## config.mk

```make
export PLATFORM = sky130hd
export DESIGN_NAME = alu_exec_stage
export DESIGN_NICKNAME = d
export VERILOG_FILES = /design/src/rtl/alu_pkg.sv /design/src/rtl/alu_core.sv /design/src/rtl/alu_exec_stage.sv
export SDC_FILE = /design/constraint.sdc
export NUM_CORES = 1
export LEC_CHECK = 0
export CAP_MARGIN = 40
export CORE_MARGIN = 5
export CORE_UTILIZATION = 45
export CTS_CLUSTER_SIZE = 20
export DETAILED_ROUTE_END_ITERATION = 8
export PLACE_DENSITY = 0.7
export SYNTH_ARGS = -nofsm -noshare
export SYNTH_HDL_FRONTEND = slang
export SYNTH_SLANG_ARGS = --single-unit
export TNS_END_PERCENT = 30
```

## constraint.sdc

```tcl
create_clock -name clk -period 4.48 [get_ports clk]
set_clock_uncertainty 0.2 [all_clocks]
set_input_delay 1.12 -clock clk [delete_from_list [all_inputs] [get_ports clk]]
set_output_delay 1.12 -clock clk [all_outputs]
set_load 0.02 [all_outputs]
```

## src/rtl/alu_pkg.sv

```systemverilog
// Shared ALU control codes (same encoding alucontrol emits) and the
// occupancy encoding of the execute-stage output buffer.
package alu_pkg;

  localparam logic [3:0] ALU_AND = 4'b0000;
  localparam logic [3:0] ALU_OR  = 4'b0001;
  localparam logic [3:0] ALU_ADD = 4'b0010;
  localparam logic [3:0] ALU_SUB = 4'b0110;
  localparam logic [3:0] ALU_SLT = 4'b0111;

  typedef enum logic [1:0] {
    BUF_EMPTY = 2'd0,
    BUF_ONE   = 2'd1,
    BUF_TWO   = 2'd2
  } buf_state_e;

endpackage

```

## src/rtl/alu_core.sv

```systemverilog
// Combinational ALU: decodes the alucontrol code and produces result,
// zero and illegal. Build option ALU_OVF_EN adds the signed overflow output.
module alu_core
  import alu_pkg::*;
#(
  parameter int WIDTH = 32
) (
  input  logic [3:0]       alu_ctrl,
  input  logic [WIDTH-1:0] op_a,
  input  logic [WIDTH-1:0] op_b,
  output logic [WIDTH-1:0] result,
  output logic             zero,
  output logic             illegal
`ifdef ALU_OVF_EN
  ,
  output logic             ovf
`endif
);

  // Operation select; unknown codes give a zero result flagged illegal.
  always_comb begin
    result  = '0;
    illegal = 1'b0;
    case (alu_ctrl)
      ALU_AND: result = op_a & op_b;
      ALU_OR:  result = op_a | op_b;
      ALU_ADD: result = op_a + op_b;
      ALU_SUB: result = op_a - op_b;
      ALU_SLT: result = {{(WIDTH-1){1'b0}}, ($signed(op_a) < $signed(op_b))};
      default: illegal = 1'b1;
    endcase
    // An illegal op must never look like a taken beq.
    zero = !illegal && (result == '0);
  end

`ifdef ALU_OVF_EN
  // Signed overflow from operand and result sign bits.
  always_comb begin
    ovf = 1'b0;
    if (alu_ctrl == ALU_ADD)
      ovf = (op_a[WIDTH-1] == op_b[WIDTH-1]) && (result[WIDTH-1] != op_a[WIDTH-1]);
    else if (alu_ctrl == ALU_SUB)
      ovf = (op_a[WIDTH-1] != op_b[WIDTH-1]) && (result[WIDTH-1] != op_a[WIDTH-1]);
  end
`endif

endmodule

```

## src/rtl/alu_exec_stage.sv

```systemverilog
// ALU execute stage: computes on acceptance, then holds results in a
// MAIN/SKID register pair so in_ready depends only on registered state.
// Build option ALU_OVF_EN adds the registered ovf output.
//
//  state     | meaning
//  BUF_EMPTY | no result held, out_valid=0
//  BUF_ONE   | MAIN holds the presented result
//  BUF_TWO   | MAIN presented, SKID holds the next one, in_ready=0
module alu_exec_stage
  import alu_pkg::*;
#(
  parameter int WIDTH = 32,
  parameter int TAG_W = 5
) (
  input  logic             clk,
  input  logic             rst_n,
  input  logic             in_valid,
  output logic             in_ready,
  input  logic [3:0]       alu_ctrl,
  input  logic [WIDTH-1:0] op_a,
  input  logic [WIDTH-1:0] op_b,
  input  logic [TAG_W-1:0] tag_in,
  output logic             out_valid,
  input  logic             out_ready,
  output logic [WIDTH-1:0] result,
  output logic             zero,
  output logic             illegal,
  output logic [TAG_W-1:0] tag_out
`ifdef ALU_OVF_EN
  ,
  output logic             ovf
`endif
);

  typedef struct packed {
    logic [WIDTH-1:0] result;
    logic             zero;
    logic             illegal;
`ifdef ALU_OVF_EN
    logic             ovf;
`endif
    logic [TAG_W-1:0] tag;
  } entry_t;

  buf_state_e state, state_nxt;
  entry_t     core_entry, main_q, skid_q;
  logic       accept, drain;
  logic       load_main, load_skid, main_from_skid;

  alu_core #(.WIDTH(WIDTH)) u_core (
    .alu_ctrl (alu_ctrl),
    .op_a     (op_a),
    .op_b     (op_b),
    .result   (core_entry.result),
    .zero     (core_entry.zero),
    .illegal  (core_entry.illegal)
`ifdef ALU_OVF_EN
    ,
    .ovf      (core_entry.ovf)
`endif
  );

  assign core_entry.tag = tag_in;

  assign in_ready  = (state != BUF_TWO) && rst_n;
  assign out_valid = (state != BUF_EMPTY);
  assign accept    = in_valid && in_ready;
  assign drain     = out_valid && out_ready;

  // Occupancy register.
  always_ff @(posedge clk) begin
    if (!rst_n) state <= BUF_EMPTY;
    else        state <= state_nxt;
  end

  // Next occupancy and which register captures what this cycle.
  always_comb begin
    state_nxt      = state;
    load_main      = 1'b0;
    load_skid      = 1'b0;
    main_from_skid = 1'b0;
    case (state)
      BUF_EMPTY: begin
        if (accept) begin
          state_nxt = BUF_ONE;
          load_main = 1'b1;
        end
      end
      BUF_ONE: begin
        if (accept && !drain) begin
          state_nxt = BUF_TWO;
          load_skid = 1'b1;
        end else if (drain && !accept) begin
          state_nxt = BUF_EMPTY;
        end else if (accept && drain) begin
          load_main = 1'b1;
        end
      end
      BUF_TWO: begin
        if (drain) begin
          state_nxt      = BUF_ONE;
          main_from_skid = 1'b1;
        end
      end
      default: state_nxt = BUF_EMPTY;
    endcase
  end

  // Result registers; only written on a transfer so idle operands never leak in.
  always_ff @(posedge clk) begin
    if (!rst_n) begin
      main_q <= '0;
      skid_q <= '0;
    end else begin
      if (load_main)           main_q <= core_entry;
      else if (main_from_skid) main_q <= skid_q;
      if (load_skid)           skid_q <= core_entry;
    end
  end

  assign result  = main_q.result;
  assign zero    = main_q.zero;
  assign illegal = main_q.illegal;
  assign tag_out = main_q.tag;
`ifdef ALU_OVF_EN
  assign ovf     = main_q.ovf;
`endif

endmodule

```

==> metrics.yaml, run 1 <==
hold_class: "reg -> reg"
power_density_mw_per_mm2: 221
drc: 0
synthFlopType: "dfxtp_1"
fillers: 1588
io_pins: 118
rsz0062_at_grt: "true"
dp_slack_ns: -0.918
cts_root_buffer: "clkbuf_16"
combPwrFrac_pct: 47.5
yosysWarnings: 0
cts_tree: "done"
worstMarginPinSlew_ns: 0.900
synth_edf_count: 0
worstSetupStartpointType: "primary input"
finalMaxSlewViolations: 0
syn_to_final_growth_pct: 53.8
clk_pin_slew_ns: 0.06
hold_viol_final: 0
power.switching_mw: 1.05
clock_path_buffers: 2
clkPwrFrac_pct: 27.4
antenna_left: 0
worstSetupEndpointType: "flip-flop"
max_freq_mhz: 221
port_buffers: 117
ff_latch_area_mm2: 0.00160
reg2reg_depth: 9
syn_nets: 1404
p_leak_nw: 6.47
yosysTopAreaCellShare_pct: 18.0
netlist_top_cells_area: "dfxtp_1, ha_1, nand2_1, a21oi_1, inv_1"
htree_levels: 3
peakVddDrop_mv: 0.222
numCtsBuffers: 9
diodes: 0
grt_usage_pct: 28.6
ctsHoldBuffers: 0
via_per_inst: 5.67
setup_viol: 2
hpwl_mm: 25.9
synth_area_per_cell_um2: 7.29
synth_area_leader_cell: "dfxtp_1"
power.internal_mw: 1.98
ys_types: 82
grt_pass1_wl_mm: 52.5
seq_area_frac_synth_pct: 18.0
power_frac_seq_pct: 25.1
violations: "negative setup slack"
period_minus_slack_ns: 4.53
grt_pass1_vias: 10420
syn_inst: 1223
drt-total-wl_mm: 33.6
firstDrtPassIters: 5
core_mm2: 0.0195
routedWlPerCell_um: 17.8
fin_crit_sh_pct: 101
die_area_mm2: 0.0227
via_count: 10692
worstSetupPathType: "in -> reg"
clk-insertion-delay-late_ns: 0.34
initial_core_util_pct: 45.8
status: "finished with violations"
synthArstFlopShare_pct: 0
antenna_found_initial: 0
dp.cells: 1836
drv_cap: 0
synth_area_mm2: 0.00891
arrival_ns: 4.58
cts.sinks: 80
whs_path_depth: 2
max-slew-margin-rel_pct: 40.0
drt_iter0_drc: 863
rows: 51
instances_no_fill: 1885
switching_share_pct: 34.6
fp.dieH_um: 151
ys_seq_elements: 80
routabilityCongestion: 1.01
worst_slack_ns: -0.0491
final_layout_size_suffix_gt1_share_pct: 31.2
overflow: 0
required_ns: 4.53
grt_max_degree: 47
multi_input_area_mm2: 0.00722
nNetsFinal: 1796
path_max_fanout: 4
die-width_um: 151
## sequential cells by signal, indices dropped and copies added (netlist names)
signal	count
illegal	1
tag_out	5
zero	1
result	32
skid_q	39
state	2
## power by group through the flow
| stage | registers [mW] | logic [mW] | clock network (mW) |
|---|---|---|---|
| after global placement | 0.775 | 1.24 | 0 |
| after detailed placement | 0.776 | 1.26 | 0 |
| after CTS | 0.761 | 1.35 | 0.839 |
| after global routing | 0.764 | 1.54 | 0.870 |
| final | 0.761 | 1.44 | 0.832 |
| after floorplan | 0.791 | 0.619 | 0 |
## layer usage
| layer | wire (um) | vias up | GRT usage (%) |
|---|---|---|---|
| li1 | - | 5165 | - |
| met1 | 14500 | 5035 | 36.8 |
| met2 | 16000 | 400 | 47.4 |
| met3 | 1970 | 92 | 5.03 |
| met4 | 1210 | 0 | 11.8 |
| met5 | 0 | - | 0 |
## timing repair
item / CTS / global route
endpoints found under the hold margin: 0 / 0
setup endpoints to repair: 16 / 9
resized for setup: 108 / 66
pin swaps: 41 / 38
buffers inserted: 25 / 8
## per-stage QoR
stage	instance area (um^2)	util, %	hold slack [ns]	total power, mW	setup TNS (ns)
2_1_floorplan	8930	-	0.244	1.41	-0.120
3_3_place_gp	12400	63.9	0.251	2.02	-9.91
3_5_place_dp	12400	63.9	0.257	2.03	-12.93
4_1_cts	13300	68.5	0.266	2.95	0
5_1_grt	13700	70.4	0.287	3.18	-0.329
6_report	13700	70.4	0.264	3.03	-0.0740
## worst paths after layout
check / end / slack (ns) / start
hold / removal: skid_q[0] / 0.26 / skid_q[0]
setup / recovery: skid_q[6] / -0.05 / op_b[8]
setup reg to reg: result[0] / 1.76 / state[1]
hold reg to reg: skid_q[0] / 0.26 / skid_q[0]
## layout by cell type (no fill, tap or decap), types with 5 or more instances in the layout
| cell type | n |
|---|---|
| a211oi_1 | 10 |
| a211oi_2 | 5 |
| a21boi_0 | 8 |
| a21o_1 | 5 |
| a21oi_1 | 72 |
| a21oi_2 | 17 |
| a22oi_1 | 12 |
| a31oi_1 | 5 |
| and2_1 | 24 |
| and3_1 | 14 |
| buf_4 | 332 |
| buf_6 | 9 |
| clkbuf_16 | 9 |
| clkdlybuf4s50_1 | 104 |
| dfxtp_1 | 80 |
| ha_1 | 85 |
| ha_4 | 15 |
| inv_1 | 97 |
| inv_2 | 15 |
| mux2i_1 | 36 |
| nand2_1 | 146 |
| nand2b_1 | 7 |
| nand3_1 | 32 |
| nand4_1 | 18 |
| nor2_1 | 82 |
| nor2b_1 | 9 |
| nor3_1 | 23 |
| nor3b_1 | 8 |
| nor4_1 | 8 |
| o211a_1 | 40 |
| o211ai_1 | 8 |
| o21ai_0 | 47 |
| o21ai_1 | 5 |
| o21ai_2 | 5 |
| o21ba_2 | 5 |
| o21bai_1 | 6 |
| o22ai_1 | 22 |
| o31ai_1 | 17 |
| xnor2_1 | 20 |
## synth_stat cells (5+ instances only)
cell,n
nand2_1,148
inv_1,112
ha_1,102
a21oi_1,93
nor2_1,87
dfxtp_1,80
clkbuf_1,62
o21ai_0,55
o211a_1,41
mux2i_1,36
nand3_1,35
nor3_1,27
and2_1,24
o22ai_1,24
o31ai_1,23
xnor2_1,20
nand4_1,18
a211oi_1,16
a22oi_1,14
and3_1,14
nor4_1,14
nor2b_1,12
a21boi_0,8
a31oi_1,8
nand2b_1,8
nor3b_1,8
o211ai_1,8
buf_1,7
buf_6,6
o21bai_1,6
a21o_1,5
o21ba_2,5
## cell families (layout without fill, tap and decap cells)
group	Yosys count	after routing	synth area share, %
and+or+nand+nor	418	418	22.6
AOI/OAI and AO/OA	366	366	29.2
buffers and inverters	194	591	8.86
adders and majority gates	104	104	14.8
DFF	80	80	18.0
muxes	38	38	4.34
xor gates and xnor gates	23	23	2.26
## worst max-delay path, stage by stage
cell,delay (ns)
clkdlybuf4s50_1,0.48
inv_1,0.06
ha_1,0.30
inv_2,0.10
nand4_1,0.15
buf_4,0.17
buf_4,0.14
nor3_2,0.21
a21oi_4,0.12
o21ai_4,0.20
a31oi_2,0.14
a21o_2,0.24
or4_4,0.56
nor4_4,0.25
nand4_2,0.16
o41ai_2,0.19
## area by class of cell
class,count,area share (%)
Inverter,114,3.15
Timing Repair Buffer,461,27.6
Clock buffer,10,1.67
Tap cell,265,2.42
Sequential cell,80,11.7
Clock inverter,6,0.785
Multi-Input combinational cell,949,52.7
Power figures use the tool's default switching activity.
==> inputs of run 2 (changes only) <==
- REMOVE_ABC_BUFFERS: default -> 1
==> metrics.yaml, run 2 (synthesis gave the netlist of run 1 again) <==
die-width_um: 151
syn_to_final_growth_pct: 58.2
worstSetupPathType: "in -> reg"
finalMaxSlewViolations: 0
routedWlPerCell_um: 18.4
path_max_fanout: 6
whs_path_depth: 2
die_area_mm2: 0.0227
worstSetupEndpointType: "flip-flop"
reg2reg_depth: 8
power.internal_mw: 1.91
port_buffers: 117
fillers: 1568
worstMarginPinSlew_ns: 0.841
whs_ns: 0.273
cts_root_buffer: "clkbuf_16"
combPwrFrac_pct: 50.4
ctsHoldBuffers: 0
crit_top_cell: "buf_4"
nNetsFinal: 1809
io_pins: 118
worstSetupStartpointType: "primary input"
power_density_mw_per_mm2: 212
drc: 0
critPathBufInv: 12
regToRegEndpoint: "result[12]"
final_layout_size_suffix_gt1_share_pct: 35.5
grt_pass1_wl_mm: 54.1
switching_share_pct: 36.3
rows: 51
hold_class: "reg -> reg"
via_count: 10721
core_mm2: 0.0195
drt-total-wl_mm: 34.9
cts_tree: "done"
power_frac_seq_pct: 25.4
antenna_found_initial: 0
initial_core_util_pct: 45.8
numCtsBuffers: 9
firstDrtPassIters: 5
status: "finished clean"
hpwl_mm: 27.0
grt_usage_pct: 29.4
hold_viol_final: 0
antenna_left: 0
drv_cap: 0
hold_start: "skid_q[4]"
final_common_cell: "buf_4"
largest-register: "skid_q"
rsz0062_at_grt: "true"
critPathSlowestCell: "clkdlybuf4s50_1"
htree_levels: 3
worst_slack_ns: 0.0907
diodes: 0
clk-insertion-delay-late_ns: 0.34
grt_pass1_vias: 10513
drt_iter0_drc: 751
setup_viol: 0
dp_slack_ns: -0.883
max-slew-margin-rel_pct: 43.9
crit_family: "buffers and inverters"
r2r-start: "state[0]"
clkPwrFrac_pct: 24.2
fp.dieH_um: 151
period_minus_slack_ns: 4.39
clock_path_buffers: 2
largest_register_ffs: 39
routabilityCongestion: 0.976
instances_no_fill: 1898
cts.sinks: 80
overflow: 0
fin_crit_sh_pct: 98.0
max_freq_mhz: 228
clk_pin_slew_ns: 0.06
dp.cells: 1851
power.switching_mw: 1.09
p_leak_nw: 6.69
peakVddDrop_mv: 0.192
final_cell_mix: "buf_4, nand2_1, clkdlybuf4s50_1"
grt_max_degree: 50
via_per_inst: 5.65
crit_path_cell_trace: "clkdlybuf4s50_1 -> inv_1 -> ha_4 -> inv_1 -> a21oi_2 -> buf_4 -> o31ai_2 -> buf_4 -> or3_1 -> a21oi_1 -> a2111oi_4 -> buf_4 -> buf_4 -> buf_4 -> buf_4 -> buf_4 -> buf_4 -> buf_4 -> o21ai_0 -> and2_1"
arrival_ns: 4.47
required_ns: 4.56
rrSetupSlack_ns: 1.75
hold_end: "skid_q[4]"
cp_slowest_stage_delay_ns: 0.48
## run 2: repair_timing
item,4_1_cts,5_1_grt
hold endpoints to repair,0,0
gates resized for setup,144,149
buffers inserted,19,12
pin swaps,35,53
endpoints found under the setup margin,9,6
## run 2: stage by stage
stage | instance area [um^2] | setup TNS, ns | total power [mW] | utilization (%)
2_1_floorplan | 8550 | -0.371 | 1.37 | -
3_3_place_gp | 12500 | -8.70 | 2.04 | 64.4
3_5_place_dp | 12500 | -10.20 | 2.06 | 64.4
4_1_cts | 13500 | 0 | 2.87 | 69.3
5_1_grt | 14100 | -0.0689 | 3.14 | 72.5
6_report | 14100 | 0 | 2.99 | 72.5
## run 2: final cells by class
cell class	count	area, um^2	share of cell area [%]
Clock inverter	7	71.3	0.506
Timing Repair Buffer	474	3950	28.0
Clock buffer	9	225	1.60
Sequential cell	80	1600	11.4
Inverter	114	440	3.12
Multi-Input combinational cell	949	7480	53.1
Tap cell	265	332	2.35
## run 2: worst reg2reg max path, stage by stage (launching register included)
cell,delay (ns)
dfxtp_1,0.41
nand2b_1,0.24
and3_1,0.22
ha_1,0.15
nand2_1,0.06
a21oi_1,0.42
nand2_1,0.48
o22ai_1,0.33
and2_1,0.16
## run 2: metal layers
metal	wire length (um)	vias to the layer above	GRT usage, %
li1	-	5181	-
met1	15000	5067	39.1
met2	16600	406	49.8
met3	2450	67	4.33
met4	768	0	7.39
met5	0	-	0
## run 2: how the worst max path moves through the flow
| stage | start | end | slack (ns) | cells after the start |
|---|---|---|---|---|
| finish | op_a[14] | result[15] | 0.09 | 20 |
| global route | op_a[1] | zero | -0.05 | 16 |
| CTS | op_b[14] | zero | 0.006 | 15 |
| detailed placement | op_b[1] | zero | -0.88 | 16 |
| global placement | op_b[1] | zero | -0.78 | 16 |
| floorplan | op_b[1] | skid_q[6] | -0.23 | 13 |
## run 2: power by group through the flow
stage / Clock, mW / Sequential [mW] / Combinational [mW]
floorplan: 0 / 0.791 / 0.583
global placement: 0 / 0.774 / 1.27
detailed placement: 0 / 0.776 / 1.28
CTS: 0.732 / 0.760 / 1.38
global route: 0.760 / 0.764 / 1.61
finish: 0.723 / 0.760 / 1.51
